[config.mk]
export PLATFORM = sky130hd
export DESIGN_NAME = conv_win_sched_flat
export DESIGN_NICKNAME = d
export VERILOG_FILES = /design/src/rtl/conv_win_sched_if.sv /design/src/rtl/conv_win_sched.sv /design/src/flat_wrapper.sv
export SDC_FILE = /design/constraint.sdc
export NUM_CORES = 1
export LEC_CHECK = 0
export ABC_CLOCK_PERIOD_IN_PS = 4300
export CAP_MARGIN = 20
export CORE_MARGIN = 3
export CORE_UTILIZATION = 50
export DETAILED_ROUTE_END_ITERATION = 10
export GPL_TIMING_DRIVEN = 0
export HOLD_SLACK_MARGIN = 0.12
export PLACE_DENSITY_LB_ADDON = 0.12
export SLEW_MARGIN = 25
export SYNTH_ARGS = -nofsm -noshare
export SYNTH_HDL_FRONTEND = slang
export SYNTH_SLANG_ARGS = --single-unit
[constraint.sdc]
create_clock -name clk -period 4.3 [get_ports clk]
set_clock_uncertainty 0.1 [all_clocks]
set_input_delay 1.29 -clock clk [delete_from_list [all_inputs] [get_ports clk]]
set_output_delay 1.29 -clock clk [all_outputs]
set_load 0.005 [all_outputs]
[src/rtl/conv_win_sched_if.sv]
// Handshake bundle between the convolution window scheduler and its frame controller / datapath.
// master is the scheduler side; slave is the controller/consumer side.
interface conv_win_sched_if #(
  parameter int AW = 5,
  parameter int CW = 10
);
  logic          start;
  logic          stall;
  logic          win_valid;
  logic [AW-1:0] row_out;
  logic [AW-1:0] col_out;
  logic          last_win;
  logic          busy;
  logic          done;
  logic [CW-1:0] win_cnt;

  modport master (
    input  start, stall,
    output win_valid, row_out, col_out, last_win, busy, done, win_cnt
  );

  modport slave (
    output start, stall,
    input  win_valid, row_out, col_out, last_win, busy, done, win_cnt
  );
endinterface

[src/rtl/conv_win_sched.sv]
// 3x3 window scheduler: walks every unpadded window position of a frame in raster order,
// honours writeback stall, then waits out the datapath latency before pulsing done.
module conv_win_sched #(
  parameter int IMG_H    = 32,
  parameter int IMG_W    = 32,
  parameter int AW       = 5,
  parameter int PIPE_LAT = 3,
  parameter int CW       = 10
) (
  input  logic              clk,
  input  logic              rst,
  conv_win_sched_if.master  bus
);

  typedef enum logic [1:0] {
    IDLE  = 2'd0,
    RUN   = 2'd1,
    DRAIN = 2'd2,
    DONE  = 2'd3
  } state_t;

  localparam int            DW       = $clog2(PIPE_LAT + 1) + 1;
  localparam logic [AW-1:0] COL_LAST = AW'(IMG_W - 3);
  localparam logic [AW-1:0] ROW_LAST = AW'(IMG_H - 3);
  localparam logic [DW-1:0] DRAIN_END = DW'(PIPE_LAT);

  state_t        state_r, state_s;
  logic [AW-1:0] row_r, row_s;
  logic [AW-1:0] col_r, col_s;
  logic [DW-1:0] drain_r, drain_s;

  logic          win_valid_r, win_valid_s;
  logic [AW-1:0] row_out_r, row_out_s;
  logic [AW-1:0] col_out_r, col_out_s;
  logic          last_win_r, last_win_s;
  logic          busy_r, busy_s;
  logic          done_r, done_s;
  logic [CW-1:0] win_cnt_r, win_cnt_s;

  // FSM state register
  always_ff @(posedge clk) begin
    if (rst) begin
      state_r <= IDLE;
    end else begin
      state_r <= state_s;
    end
  end

  // Next-state, position advance and next values of the registered outputs
  always_comb begin
    state_s     = state_r;
    row_s       = row_r;
    col_s       = col_r;
    drain_s     = drain_r;
    win_valid_s = 1'b0;
    last_win_s  = 1'b0;
    done_s      = 1'b0;
    busy_s      = busy_r;
    row_out_s   = row_out_r;
    col_out_s   = col_out_r;
    win_cnt_s   = win_cnt_r;

    case (state_r)
      IDLE: begin
        if (bus.start) begin
          state_s   = RUN;
          row_s     = {AW{1'b0}};
          col_s     = {AW{1'b0}};
          drain_s   = {DW{1'b0}};
          win_cnt_s = {CW{1'b0}};
          busy_s    = 1'b1;
        end else begin
          busy_s    = 1'b0;
        end
      end
      RUN: begin
        busy_s = 1'b1;
        if (!bus.stall) begin
          win_valid_s = 1'b1;
          row_out_s   = row_r;
          col_out_s   = col_r;
          win_cnt_s   = win_cnt_r + CW'(1);
          if ((row_r == ROW_LAST) && (col_r == COL_LAST)) begin
            last_win_s = 1'b1;
            drain_s    = {DW{1'b0}};
            state_s    = DRAIN;
          end else if (col_r == COL_LAST) begin
            col_s = {AW{1'b0}};
            row_s = row_r + AW'(1);
          end else begin
            col_s = col_r + AW'(1);
          end
        end else begin
          win_valid_s = 1'b0;
        end
      end
      DRAIN: begin
        // The datapath cannot be stalled, so stall is not consulted here
        if (drain_r == DRAIN_END) begin
          state_s = DONE;
          done_s  = 1'b1;
          busy_s  = 1'b0;
        end else begin
          drain_s = drain_r + DW'(1);
          busy_s  = 1'b1;
        end
      end
      DONE: begin
        state_s = IDLE;
        busy_s  = 1'b0;
      end
      default: begin
        state_s = IDLE;
        busy_s  = 1'b0;
      end
    endcase
  end

  // Position/drain counters and registered outputs
  always_ff @(posedge clk) begin
    if (rst) begin
      row_r       <= {AW{1'b0}};
      col_r       <= {AW{1'b0}};
      drain_r     <= {DW{1'b0}};
      win_valid_r <= 1'b0;
      row_out_r   <= {AW{1'b0}};
      col_out_r   <= {AW{1'b0}};
      last_win_r  <= 1'b0;
      busy_r      <= 1'b0;
      done_r      <= 1'b0;
      win_cnt_r   <= {CW{1'b0}};
    end else begin
      row_r       <= row_s;
      col_r       <= col_s;
      drain_r     <= drain_s;
      win_valid_r <= win_valid_s;
      row_out_r   <= row_out_s;
      col_out_r   <= col_out_s;
      last_win_r  <= last_win_s;
      busy_r      <= busy_s;
      done_r      <= done_s;
      win_cnt_r   <= win_cnt_s;
    end
  end

  assign bus.win_valid = win_valid_r;
  assign bus.row_out   = row_out_r;
  assign bus.col_out   = col_out_r;
  assign bus.last_win  = last_win_r;
  assign bus.busy      = busy_r;
  assign bus.done      = done_r;
  assign bus.win_cnt   = win_cnt_r;

endmodule

[src/flat_wrapper.sv]
// flat-port wrapper written by rule: the top's interface ports become plain ports
module conv_win_sched_flat 
#(
  parameter int IMG_H    = 32,
  parameter int IMG_W    = 32,
  parameter int AW       = 5,
  parameter int PIPE_LAT = 3,
  parameter int CW       = 10
)
  (clk, rst, bus_start, bus_stall, bus_win_valid, bus_row_out, bus_col_out, bus_last_win, bus_busy, bus_done, bus_win_cnt);
  conv_win_sched_if #(.AW(AW), .CW(CW)) bus_i ();
  input  logic clk;
  input  logic rst;
  input wire logic [$bits(bus_i.start)-1:0] bus_start;
  input wire logic [$bits(bus_i.stall)-1:0] bus_stall;
  output wire logic [$bits(bus_i.win_valid)-1:0] bus_win_valid;
  output wire logic [$bits(bus_i.row_out)-1:0] bus_row_out;
  output wire logic [$bits(bus_i.col_out)-1:0] bus_col_out;
  output wire logic [$bits(bus_i.last_win)-1:0] bus_last_win;
  output wire logic [$bits(bus_i.busy)-1:0] bus_busy;
  output wire logic [$bits(bus_i.done)-1:0] bus_done;
  output wire logic [$bits(bus_i.win_cnt)-1:0] bus_win_cnt;
  assign bus_i.start = bus_start;
  assign bus_i.stall = bus_stall;
  assign bus_win_valid = bus_i.win_valid;
  assign bus_row_out = bus_i.row_out;
  assign bus_col_out = bus_i.col_out;
  assign bus_last_win = bus_i.last_win;
  assign bus_busy = bus_i.busy;
  assign bus_done = bus_i.done;
  assign bus_win_cnt = bus_i.win_cnt;
  conv_win_sched #(.IMG_H(IMG_H), .IMG_W(IMG_W), .AW(AW), .PIPE_LAT(PIPE_LAT), .CW(CW)) u_core (.clk(clk), .rst(rst), .bus(bus_i));
endmodule
======== Yosys cells after proc, flatten, opt, wreduce, memory -nomap -nowiden ========
Cells that the tools add are included.
Widths: inputs -> output; s select.
word-level totals
  flip-flop bits (word level) ............. 39
  latch bits .............................. 0
  memory bits (writable) .................. 0
  memory bits (read-only) ................. 0
  input port bits ......................... 4
  output and inout port bits .............. 24
  word-level logic and storage cells ...... 72
  memories kept ........................... 0
cells by class
  add/sub/neg operators ................... 4
  $mul .................................... 0
  div/mod/pow operators ................... 0
  order comparisons ....................... 0
  equality and inequality tests ........... 13
  shifts and indexed selects .............. 0
  muxes and demuxes ....................... 28
  bitwise logic cells ..................... 3
  reductions and logical operators ........ 13
operators by type and width
  cell                   number
  $mux 5                 7
  $mux 10                2
  $pmux 10 s2            1
  $pmux 5 s2             2
  $mux 3                 4
  $add 10x1->10 const B  1
  $add 5x1->5 const B    2
  $eq 5x5->1 const B     2
  $reduce_and 5->1       2
  $pmux 3 s3             1
  $mux 2                 4
  $ne 2x2->1 const B     4
  $pmux 2 s4             1
  $reduce_and 4->1       2
  $ne 2x1->1 const B     3
  $mux 1                 5
  $eq 2x2->1 const B     2
  $pmux 1 s4             1
  $reduce_or 2->1        2
  $add 3x1->3 const B    1
  $eq 3x2->1 const B     1
  $not 1->1              3
  $reduce_and 3->1       1
  $reduce_bool 3->1      1
  6 further kinds        6

======== Longest topological paths before layout ========
  word-level depth ........................ 5
  mapped depth ............................ 9
  depth with buffers taken out ............ 6

======== Least setup slack after synthesis ========
No wires, ideal clock.
  kind .................................... input -> register
  start point ............................. input bus_stall
  end point ............................... register u_core.win_cnt_r[6], in the netlist u_core.bus.win_cnt[6]
  setup time .............................. 70 ps
  arrival time ............................ 2525 ps
  required time ........................... 4130 ps
  path slack .............................. 1605 ps
  cell stages on the path ................. 4
  path buffers ............................ 0
  path through ............................ and2_1 > or4_4 > or4_1 > a21oi_1
between the ends
  word-level cells in the longest chain between the ends .. 2
ends and longest elaborated chain
  element                            RTL line               RTL
  start, declared                    flat_wrapper.sv:15     input wire logic [$bits(bus_i.stall)-1:0] bus_stall;
  $ne 2x2->1 (no source line)        -
  $reduce_and 3->1 (no source line)  -
  end signal, assigned               conv_win_sched.sv:131  win_cnt_r <= {CW{1'b0}};
  end signal, assigned               conv_win_sched.sv:142  win_cnt_r <= win_cnt_s;
  end, declared                      conv_win_sched.sv:38   logic [CW-1:0] win_cnt_r, win_cnt_s;
Every way passes these cells.
A chain may end at the register's enable or synchronous reset.

======== Worst setup path after layout ========
  start point ............................. input bus_start
  end point ............................... register u_core.row_r[0]
between the ends
  word-level cells in the longest chain between the ends .. 2
ends and longest elaborated chain
  element                            RTL line               RTL
  start, declared                    flat_wrapper.sv:14     input wire logic [$bits(bus_i.start)-1:0] bus_start;
  $ne 2x2->1 (no source line)        -
  $reduce_and 5->1 (no source line)  -
  end signal, assigned               conv_win_sched.sv:122  row_r <= {AW{1'b0}};
  end signal, assigned               conv_win_sched.sv:133  row_r <= row_s;
  end, declared                      conv_win_sched.sv:28   logic [AW-1:0] row_r, row_s;
Every way passes these cells.

==> impl_metrics.ini <==
[setup_path]
worst_setup_path_start_kind = input pin
path_class = in2reg
end_kind = flip-flop
arrival_ns = 3.13
crit_path_max_fanout = 10
worstPathRequired_ns = 4.42

[synthesis]
synth_top_cells_by_area = dfxtp_1 42%, a21oi_1 9.5%, ha_1 7.4%, nand2_1 5.7%, o21ai_0 3.8%
synth_top_area_cell = dfxtp_1
synth_commonest_cells = 39 x dfxtp_1, 35 x a21oi_1, 28 x nand2_1
synth_most_common_cell = dfxtp_1
synthesis.nets = 239
synth-seq-area-share = 0.4222
avgSynthCellArea_um2 = 8.256
netlist_instances = 224
ys.flop_type = dfxtp_1
synth_edf_count = 0
synthArstFlopShare = 0
synth.distinct_cells = 32
yosys_warnings = 0
synth_top_area_frac = 0.4222
synth_seq_cells = 39
syn_area_um2 = 1849

[timing]
relSlewSlack = 0.4153
tightest_slew_ns = 0.8704
setup_viol_count_final = 0
max_clock_freq_ghz = 0.3323
post-route-min-period_ns = 3.010
setup-tns-final_ns = 0
final_max_slew_viol_count = 0
period_share = 0.6999
hold_violations = 0
timing.final.ws_setup_ns = 1.290
grt_setup_unrepaired = false

[clock_network]
htreeDepth = 2
ctsResizeCount = 0
cts_setup_buffers = 0
tritoncts = done
cts-hold-fix-buffers = 0
ctsLongestPathBuffers = 2
cts.sinks = 39
clock_latency_ns = 0.29
clock_tree.root_cell = clkbuf_8
clkTransAtPathRegs_ns = 0.07
numCtsBuffers = 5

[power_and_ir_drop]
sw_frac_of_total = 0.3828
p_per_area_nw_per_um2 = 468.9
p_int_mw = 0.6508
vdd_drop_max_v = 0.0003097
leakage_nw = 0.7438
p_clk_frac = 0.226
p_sw_mw = 0.4036
power_frac_comb = 0.370
seqPwrFrac = 0.404

[run]
maxCapViolations = 0

[layout]
finish.instance_area_um2 = 2248
register_area_um2 = 780.7
finalNetCount = 272
antenna_cells = 0
syn2layout_area_growth_pct = 21.58
layout-drive-gt1-share = 0.05039
multiInputGateArea_um2 = 991.0
final_util = 0.6532
nFillCells = 314

[placement]
numPortBuffers = 26
dpl-instance-area_um2 = 2167
place_ws_ns = 0.9928
gp_congestion = 0.9046
place_hpwl_um = 2956

[drt]
drc_errors = 0
ant_nets = 0
wl_per_cell_um = 13.25
wirelength_um = 4027
first_pass_iters = 4
first_iter_violations = 119
vias_per_cell = 5.549
vias = 1687

[floorplan]
core_um2 = 3442
die_height_um = 66.82
dieArea_um2 = 4464
die_x_um = 66.82
start_util = 0.5373
num_rows = 21
ios = 28

[global_routing]
use_met3 = 0.05059
gr-usage-all-layers = 0.2031
grt_overflow = 0
grt_pass1_wl_um = 6900
grt_pass1_vias = 1494
grt_util_met2 = 0.3057
grt_antenna_before_repair = 0
grt_most_used_layer = met2
grt_max_degree = 12
met1_usage = 0.2749

[outcome]
outcome = completed

[hold_path]
hold_path.class = reg2reg
path summary, 6_finish.rpt:
| path | slack, ns | from | cells after the start | end |
|---|---|---|---|---|
| setup reg to reg | 2.02 | u_core.state_r[1]$_SDFFE_PP0P_ | 9 | u_core.row_r[0]$_SDFFE_PP0P_ |
| setup / recovery | 1.29 | bus_start | 6 | u_core.row_r[0]$_SDFFE_PP0P_ |
| hold / removal | 0.36 | u_core.bus.row_out[2]$_SDFFE_PP0P_ | 2 | u_core.bus.row_out[2]$_SDFFE_PP0P_ |
| hold reg to reg | 0.36 | u_core.bus.row_out[2]$_SDFFE_PP0P_ | 2 | u_core.bus.row_out[2]$_SDFFE_PP0P_ |
critical path, stage by stage:
cell,delay [ns]
clkdlybuf4s50_1,0.53
nand2b_1,0.25
nand3_1,0.20
buf_2,0.24
or4_1,0.49
a21oi_1,0.14
cells by family after synthesis:
family	share of synthesized area
xor+xnor	0.009474
flops	0.4222
fa+ha+maj	0.07442
buf+inv	0.04195
simple gates	0.2571
compound gates	0.1949
stage by stage:
stage / power [mW] / instances / hold slack, ns
final: 1.054 / 304 / 0.3610
after global routing: 1.138 / 304 / 0.3824
after CTS: 1.057 / 304 / 0.3594
after detailed placement: 0.8201 / 296 / 0.3493
after global placement: 0.8153 / 296 / 0.3443
after floorplan: 0.7071 / 224 / 0.3497
state kept, by name, summed over array words and instances, names as in the netlist:
| register | count |
|---|---|
| u_core.bus.row_out | 5 |
| u_core.bus.win_valid | 1 |
| u_core.state_r | 2 |
| u_core.bus.done | 1 |
| u_core.bus.col_out | 5 |
| u_core.bus.win_cnt | 10 |
| u_core.bus.last_win | 1 |
| u_core.bus.busy | 1 |
| u_core.row_r | 5 |
| u_core.col_r | 5 |
| u_core.drain_r | 3 |
routing by layer:
layer  routed length, um  vias to the layer above
met2                1846                       26
met3                 160                        5
met5                   0                        -
li1                    -                      883
met4                  57                        0
met1                1964                      773
cell type report:
class / instances / area share
repair buffers: 26 / 0.1157
inverters: 9 / 0.01503
well taps: 46 / 0.02560
multi-input cells: 167 / 0.4407
clock inverters: 1 / 0.002226
flip-flops and latches: 39 / 0.3472
clock buffers: 7 / 0.03395
plain buffers: 9 / 0.01948
power groups by stage:
stage	Combinational [mW]	Sequential [mW]	Clock [mW]
2_1_floorplan	0.278	0.429	0
3_3_place_gp	0.382	0.433	0
3_5_place_dp	0.385	0.435	0
4_1_cts	0.389	0.426	0.242
5_1_grt	0.448	0.433	0.258
6_report	0.390	0.426	0.238
cells in the final DEF (no fill, tap or decap), types with 9 or more instances in the layout:
master           instances
o21ai_0                 14
inv_1                    9
nor2_1                  11
nand2_1                 28
a21oi_1                 35
dfxtp_1                 39
clkdlybuf4s50_1         26
ha_1                    11
No activity file was read; power rests on OpenSTA's default activity.
